==> src/rtl/bnn_conv_engine.sv <==
// rtl/bnn_conv_engine.sv - self-sequenced XNOR/popcount binary convolution engine
// Loads a KxK kernel once, then slides a K-row window down each of M images.
module bnn_conv_engine #(
    parameter int          IMG_DIM    = 4,
    parameter int          KERNEL_DIM = 3,
    parameter int          THRESHOLD  = 5,
    parameter logic [11:0] OUT_BASE   = 12'h200
) (
    input  logic        clk,
    input  logic        reset_b,
    input  logic        dut_run,
    output logic        dut_busy,
    output logic [11:0] dut_sram_read_address,
    input  logic [15:0] sram_dut_read_data,
    output logic [11:0] dut_sram_write_address,
    output logic [15:0] dut_sram_write_data,
    output logic        dut_sram_write_enable,
    output logic [11:0] dut_wmem_read_address,
    input  logic [15:0] wmem_dut_read_data
);

    localparam int OUT_DIM = IMG_DIM - KERNEL_DIM + 1;
    localparam int CW      = $clog2(KERNEL_DIM * KERNEL_DIM + 1);

    typedef enum logic [3:0] {
        S_IDLE,
        S_LD_W,
        S_LD_CNT,
        S_FILL,
        S_CALC,
        S_WRITE,
        S_SHIFT,
        S_NEXT_IMG,
        S_DONE
    } state_t;

    state_t state, state_nxt;
    logic [4:0] cnt, cnt_nxt;

    logic [KERNEL_DIM-1:0] kernel [KERNEL_DIM];
    logic [IMG_DIM-1:0]    win    [KERNEL_DIM];
    logic [7:0]            m_count;
    logic [7:0]            img_idx;
    logic [11:0]           img_base;
    logic [4:0]            row;
    logic [11:0]           wr_ptr;
    logic [15:0]           out_row;

    logic [CW-1:0]         match_cnt [OUT_DIM];
    logic [15:0]           calc_row;

    always_ff @(posedge clk or negedge reset_b) begin
        if (!reset_b) begin
            state <= S_IDLE;
            cnt   <= '0;
        end else begin
            state <= state_nxt;
            cnt   <= cnt_nxt;
        end
    end

    // cnt is a per-state sub-step counter: it restarts at 0 on every state change,
    // which gives the one-cycle gap needed for memory read latency.
    always_comb begin
        state_nxt              = state;
        cnt_nxt                = cnt + 5'd1;
        dut_busy               = 1'b1;
        dut_sram_read_address  = '0;
        dut_sram_write_address = '0;
        dut_sram_write_data    = '0;
        dut_sram_write_enable  = 1'b0;
        dut_wmem_read_address  = '0;
        case (state)
            S_IDLE: begin
                dut_busy = 1'b0;
                cnt_nxt  = '0;
                if (dut_run) state_nxt = S_LD_W;
            end
            S_LD_W: begin
                if (cnt < 5'(KERNEL_DIM)) dut_wmem_read_address = 12'(cnt);
                else                      state_nxt = S_LD_CNT;
            end
            S_LD_CNT: begin
                if (cnt == 5'd1)
                    state_nxt = (sram_dut_read_data[7:0] == 8'd0) ? S_DONE : S_FILL;
            end
            S_FILL: begin
                if (cnt < 5'(KERNEL_DIM)) dut_sram_read_address = 12'd1 + img_base + 12'(cnt);
                else                      state_nxt = S_CALC;
            end
            S_CALC: begin
                state_nxt = S_WRITE;
            end
            S_WRITE: begin
                dut_sram_write_enable  = 1'b1;
                dut_sram_write_address = OUT_BASE + wr_ptr;
                dut_sram_write_data    = out_row;
                state_nxt = (row < 5'(OUT_DIM - 1)) ? S_SHIFT : S_NEXT_IMG;
            end
            S_SHIFT: begin
                if (cnt == 5'd0)
                    dut_sram_read_address = 12'd1 + img_base + 12'(row) + 12'(KERNEL_DIM);
                else
                    state_nxt = S_CALC;
            end
            S_NEXT_IMG: begin
                state_nxt = (({1'b0, img_idx} + 9'd1) < {1'b0, m_count}) ? S_FILL : S_DONE;
            end
            S_DONE: begin
                dut_busy  = 1'b0;
                state_nxt = S_IDLE;
            end
            default: state_nxt = S_IDLE;
        endcase
        if (state_nxt != state) cnt_nxt = '0;
    end

    always_comb begin
        calc_row = '0;
        for (int c = 0; c < OUT_DIM; c++) begin
            match_cnt[c] = '0;
            for (int i = 0; i < KERNEL_DIM; i++) begin
                for (int j = 0; j < KERNEL_DIM; j++) begin
                    if (kernel[i][j] == win[i][c+j]) match_cnt[c] = match_cnt[c] + CW'(1);
                end
            end
            calc_row[c] = (int'(match_cnt[c]) >= THRESHOLD);
        end
    end

    always_ff @(posedge clk or negedge reset_b) begin
        if (!reset_b) begin
            for (int i = 0; i < KERNEL_DIM; i++) begin
                kernel[i] <= '0;
                win[i]    <= '0;
            end
            m_count  <= '0;
            img_idx  <= '0;
            img_base <= '0;
            row      <= '0;
            wr_ptr   <= '0;
            out_row  <= '0;
        end else begin
            case (state)
                S_IDLE: begin
                    if (dut_run) begin
                        img_idx  <= '0;
                        img_base <= '0;
                        row      <= '0;
                        wr_ptr   <= '0;
                    end
                end
                S_LD_W: begin
                    for (int i = 0; i < KERNEL_DIM; i++) begin
                        if (cnt == 5'(i + 1)) kernel[i] <= wmem_dut_read_data[KERNEL_DIM-1:0];
                    end
                end
                S_LD_CNT: begin
                    if (cnt == 5'd1) m_count <= sram_dut_read_data[7:0];
                end
                S_FILL: begin
                    if (cnt != 5'd0) begin
                        for (int i = 0; i < KERNEL_DIM - 1; i++) win[i] <= win[i+1];
                        win[KERNEL_DIM-1] <= sram_dut_read_data[IMG_DIM-1:0];
                    end
                end
                S_CALC: begin
                    out_row <= calc_row;
                end
                S_WRITE: begin
                    wr_ptr <= wr_ptr + 12'd1;
                end
                S_SHIFT: begin
                    if (cnt == 5'd1) begin
                        for (int i = 0; i < KERNEL_DIM - 1; i++) win[i] <= win[i+1];
                        win[KERNEL_DIM-1] <= sram_dut_read_data[IMG_DIM-1:0];
                        row <= row + 5'd1;
                    end
                end
                S_NEXT_IMG: begin
                    img_idx  <= img_idx + 8'd1;
                    img_base <= img_base + 12'(IMG_DIM);
                    row      <= '0;
                end
                default: ;
            endcase
        end
    end

endmodule
==> config.mk <==
export PLATFORM = sky130hd
export DESIGN_NAME = bnn_conv_engine
export DESIGN_NICKNAME = d
export VERILOG_FILES = /design/src/rtl/bnn_conv_engine.sv
export SDC_FILE = /design/constraint.sdc
export NUM_CORES = 1
export LEC_CHECK = 0
export CORE_MARGIN = 1.5
export CORE_UTILIZATION = 51
export DETAILED_ROUTE_END_ITERATION = 7
export PLACE_DENSITY = 0.78
export SETUP_SLACK_MARGIN = 0.5
export SLEW_MARGIN = 20
export SYNTH_ARGS = -nofsm -noshare
export SYNTH_HDL_FRONTEND = slang
export SYNTH_SLANG_ARGS = --single-unit
==> constraint.sdc <==
create_clock -name clk -period 4.5 [get_ports clk]
set_input_delay 0.9 -clock clk [delete_from_list [all_inputs] [get_ports clk]]
set_output_delay 0.9 -clock clk [all_outputs]
set_load 0.03 [all_outputs]
---- Word-level counts from Yosys, hierarchy flattened ----
Cells that the tools add are included.
cells by class
  order comparisons ....................... 5
  multiplexer cells ....................... 49
  add/sub/neg operators ................... 27
  reductions and logical operators ........ 17
  eq/ne operators ......................... 33
operators with widths
  kind                                                                   number
  12-bit one-hot mux with 2 select lines                                 4
  4-bit two-way mux                                                      23
  12-bit two-way mux                                                     6
  4-bit by 1-bit adder with 4-bit output, second input constant          16
  4-bit one-hot mux with 8 select lines                                  1
  5-bit two-way mux                                                      6
  12-bit by 5-bit adder with 12-bit output                               2
  1-bit equality test                                                    18
  4-bit by 3-bit equality test with 1-bit output, second input constant  4
  8-bit one-hot mux with 2 select lines                                  1
  5-bit one-hot mux with 3 select lines                                  1
  1-bit by 12-bit adder with 12-bit output, first input constant         1
  10-bit by 12-bit adder with 12-bit output, first input constant        1
  12-bit by 1-bit adder with 12-bit output, second input constant        1
  12-bit by 2-bit adder with 12-bit output, second input constant        1
  12-bit by 3-bit adder with 12-bit output, second input constant        1
  2-bit AND reduction                                                    6
  5-bit by 1-bit adder with 5-bit output, second input constant          2
  5-bit by 2-bit equality test with 1-bit output, second input constant  2
  8-bit by 1-bit adder with 9-bit output, second input constant          1
  9-bit by 8-bit less-than comparator with 1-bit output                  1
  8-bit by 1-bit adder with 8-bit output, second input constant          1
  4-bit by 2-bit equality test with 1-bit output, second input constant  2
  4-bit by 3-bit >= comparator with 1-bit output, second input constant  2
  18 further kinds                                                       27
word-level totals
  input port bits ......................... 35
  word-level logic and storage cells ...... 145
  register bits after elaboration ......... 77

---- Depth between registers and ports, before layout ----
  word-level depth ........................ 19
  mapped depth ............................ 24
  gate-level depth less buffers ........... 24

---- Worst setup path after synthesis ----
OpenSTA, ideal clock, no wires.
  kind .................................... register to register
  start point ............................. register win[10] (netlist bit)
  end point ............................... register out_row[1]
  required time ........................... 4.418 ns
  period minus slack after synthesis ...... 4.667 ns
  data arrival time ....................... 4.585 ns
  library setup time ...................... 0.082 ns
  path buffers ............................ 0
  setup slack ............................. -0.167 ns
  stages on the path, launching flop included .. 21
  cells stage by stage .................... dfrtp_1 > xor2_1 > inv_1 > ha_1 > xnor3_2 > ha_1 > o21ai_0 > a2bb2oi_1 > xor2_1 > mux2_2 > ha_1 > mux2i_1 > and4b_1 > a211o_1 > a41oi_2 > ha_1 > nand2_1 > xor2_1 > xnor2_1 > o311ai_0 > a31oi_1
on the way
  cells in the longest elaborated chain, start to end .. 17
RTL lines
  what                                                line  RTL
  from (decl)                                         41    logic [IMG_DIM-1:0] win [KERNEL_DIM];
  from (signal, indexed assignment)                   164   win[KERNEL_DIM-1] <= sram_dut_read_data[IMG_DIM-1:0];
  from (signal, indexed assignment)                   176   win[KERNEL_DIM-1] <= sram_dut_read_data[IMG_DIM-1:0];
  1-bit equality test (*)                             124   if (kernel[i][j] == win[i][c+j]) match_cnt[c] = match_cnt[c] + CW'(1);
  4-bit two-way mux (*)                               124
  4-bit by 1-bit adder with 4-bit output              124
  4-bit two-way mux (*)                               124
  4-bit by 1-bit adder with 4-bit output              124
  4-bit two-way mux (*)                               124
  4-bit by 1-bit adder with 4-bit output              124
  4-bit two-way mux (*)                               124
  4-bit by 1-bit adder with 4-bit output              124
  4-bit two-way mux (*)                               124
  4-bit by 1-bit adder with 4-bit output              124
  4-bit two-way mux (*)                               124
  4-bit by 1-bit adder with 4-bit output              124
  4-bit two-way mux (*)                               124
  4-bit by 1-bit adder with 4-bit output              124
  4-bit two-way mux (*)                               124
  4-bit by 3-bit >= comparator with 1-bit output (*)  127   calc_row[c] = (int'(match_cnt[c]) >= THRESHOLD);
  to (signal assigned)                                168   out_row <= calc_row;
  to (decl)                                           47    logic [15:0] out_row;
Mark *: on every way between the ends. The rest lies on a longest branch, timed or not.
A chain may end at the register's enable or synchronous reset.

---- Final worst setup path ----
  start point ............................. register win[9] (netlist bit)
  end point ............................... register out_row[1]
on the way
  cells in the longest elaborated chain, start to end .. 19
RTL lines
  what                                                line
  1-bit equality test (*)                             124
  1-bit two-way mux (*)                               124
  4-bit by 1-bit adder with 4-bit output              124
  4-bit two-way mux (*)                               124
  4-bit by 1-bit adder with 4-bit output              124
  4-bit two-way mux (*)                               124
  4-bit by 1-bit adder with 4-bit output              124
  4-bit two-way mux (*)                               124
  [... 3 more ...]                                    --
  4-bit two-way mux (*)                               124
  4-bit by 1-bit adder with 4-bit output              124
  4-bit two-way mux (*)                               124
  4-bit by 1-bit adder with 4-bit output              124
  4-bit two-way mux (*)                               124
  4-bit by 1-bit adder with 4-bit output              124
  4-bit two-way mux (*)                               124
  4-bit by 3-bit >= comparator with 1-bit output (*)  127
Marks and branches as above.

==> reports/qor.yml <==
cells_and_area:
  nNetsFinal: 834
  drive_gt1_share_pct: 18.7
  mostFrequentLayoutCells: "dfrtp_1 (72), nand2_1 (61), o21ai_0 (51), xnor2_1 (43), nor2_1 (43)"
  antenna_cells: 0
  fill_cells: 899
  syn_to_final_growth_pct: 21.3
  final_common_cell: "dfrtp_1"
clock_network:
  cts_tree: "built"
  hold_buffers: 0
  htreeDepth: 3
  clock-sinks: 75
  clockRootBuffer: "clkbuf_16"
  clock_latency_ns: 0.34
  cts_buffers: 9
  path_clk_slew_ns: 0.06
  cts.path.max_buffers: 2
timing:
  min_period_ns: 4.41
  relSlewSlack_pct: 34.7
  worstMarginPinSlew_ns: 0.966
  clock_skew_ns: 0.00674
  fmax_ghz: 0.227
  layout_setup_ws_ns: 0.0874
  drv_slew: 0
  hold_viol: 0
  grt_setup_unrepaired: "true"
  final.period_utilization_pct: 98.1
  setup_violations: 0
  whs_ns: 0.500
worst_hold_path:
  min_from: "wr_ptr[10]"
  hold-path-cell-count: 1
  hp-class: "register to register"
  min_delay_worst_endpoint: "wr_ptr[10]"
synthesis:
  synth-main-ff-cell: "dfrtp_1"
  yosys_register_bits: 75
  synth_edf_count: 0
  ys_warn_count: 0
  async_reset_ff_share_pct: 100
  ys_seq_area_share_pct: 30.6
  syn_avg_cell_area_sq_um: 8.85
  ys_types: 67
  synth_cells: 693
  syn_area_sq_um: 6130
drt:
  vias: 5361
  wl_um: 14800
  via_per_inst: 5.93
  antenna_left: 0
  routedWlPerCell_um: 16.3
  drc: 0
  drt-pass1-iter-count: 7
  first_iter_violations: 384
setup_path:
  r2r_cells: 21
  cp_max_fo: 3
  required_ns: 4.76
  crit_arrival_ns: 4.67
  cp-end-kind: "register"
  r2r_start: "win[9]"
  setup.worst_path.class: "register to register"
  r2r_end: "out_row[1]"
  reg2reg_slack_ns: 0.09
  startpoint_type: "register"
placement:
  dp_hpwl_um: 10400
  io_buffers: 43
  post-place-ws_ns: -0.0607
  place.gp.congestion: 0.868
global_route:
  grt_pass1_vias: 5315
  grt_first_pass_wirelength_um: 25100
  grt_max_degree: 76
  grt_antenna_before_repair: 0
  grt_usage_pct: 24.2
  grt-ovfl-total: 0
die:
  die_h_um: 113
  start_util_pct: 53.0
  ios: 89
  dieArea_sq_um: 12700
  coreArea_sq_um: 11600
  die_w_um: 113
  rows: 39
outcome:
  run_status: "complete, no violations"
job:
  maxCapViolCount: 0
worst max-delay path by stage:
stage,startpoint,to,slack (ns),cells past startpoint
detailed placement,kernel[7],out_row[1],-0.06,20
global route,win[9],out_row[0],-0.21,23
global placement,kernel[7],out_row[1],0.09,20
CTS,kernel[6],out_row[0],0.1,23
floorplan,win[10],out_row[1],0.23,21
finish,win[9],out_row[1],0.09,21
final cells by class:
class	count	area (sq um)	share of cell area [%]
multi-input cells	569	4300	57.8
clock inverters	6	93.8	1.26
flip-flops and latches	75	1880	25.3
inverters	24	90.1	1.21
well taps	143	179	2.40
repair buffers	77	668	8.98
clock buffers	10	229	3.08
cell families after synthesis:
logic type,after synthesis,synth area share (%)
simple gates,230,18.5
compound gates,158,16.6
xor+xnor,83,13.9
flops,75,30.6
buf+inv,72,5.92
fa+ha+maj,43,8.90
mux,30,5.39
other cells,2,0.122
registers in the layout, indices dropped and copies added (netlist names):
register  count
img_base     10
win          12
img_idx       8
wr_ptr       12
out_row       2
cnt           5
state         4
row           5
kernel        9
m_count       8
synthesized netlist by cell type (8+ instances only):
cell type / n / area [sq um]
a21oi_1: 22 / 110
a22o_1: 8 / 70.1
a31oi_1: 11 / 68.8
and2_1: 13 / 81.3
and3_1: 16 / 100
buf_4: 24 / 180
clkbuf_1: 22 / 82.6
dfrtp_1: 75 / 1880
ha_1: 42 / 526
inv_1: 23 / 86.3
mux2_2: 24 / 270
nand2_1: 64 / 240
nand3_1: 35 / 175
nor2_1: 46 / 173
nor3_1: 12 / 60.1
o21a_1: 8 / 60.1
o21ai_0: 56 / 280
o31ai_1: 8 / 60.1
xnor2_1: 44 / 385
xor2_1: 30 / 263
stage by stage:
stage	utilization [%]	cell area, sq um	setup TNS [ns]	std cells
global placement	58.3	6750	0	868
CTS	64.0	7400	0	903
finish	64.3	7440	0	904
global route	64.3	7440	-0.324	904
detailed placement	58.3	6750	-0.105	868
floorplan	-	6310	0	716
worst max-delay path, stage by stage, from the launching register on:
cell and delay, ns:
dfrtp_1 0.39, buf_4 0.14, xnor2_1 0.11, buf_4 0.15
ha_4 0.26, xnor3_2 0.33, ha_4 0.32, o21ai_2 0.06
a2bb2oi_2 0.16, xor2_1 0.15, mux2_4 0.28, ha_4 0.27
mux2i_4 0.06, and4b_1 0.23, a211o_1 0.25, a41oi_2 0.19
ha_2 0.19, nand2_1 0.06, xor2_1 0.16, xnor2_1 0.21
o311ai_2 0.15, a31oi_1 0.19
what timing repair did:
item | CTS | global route
gates cloned | 0 | 0
hold endpoints to repair | 0 | 0
resized for setup | 46 | 25
pin swaps | 30 | 13
setup buffers | 19 | 1
endpoints found under the setup margin | 8 | 12
routing by layer:
layer	part of all wire [%]	GRT usage [%]	vias up
li1	-	-	2556
met1	43	30.6	2606
met2	50	41.9	151
met3	3.9	3.94	48
met4	2.7	8.86	0
met5	0	0	-
Power is not shown: default switching activity piles up to over one toggle a cycle in this logic, so the estimate is an artifact.
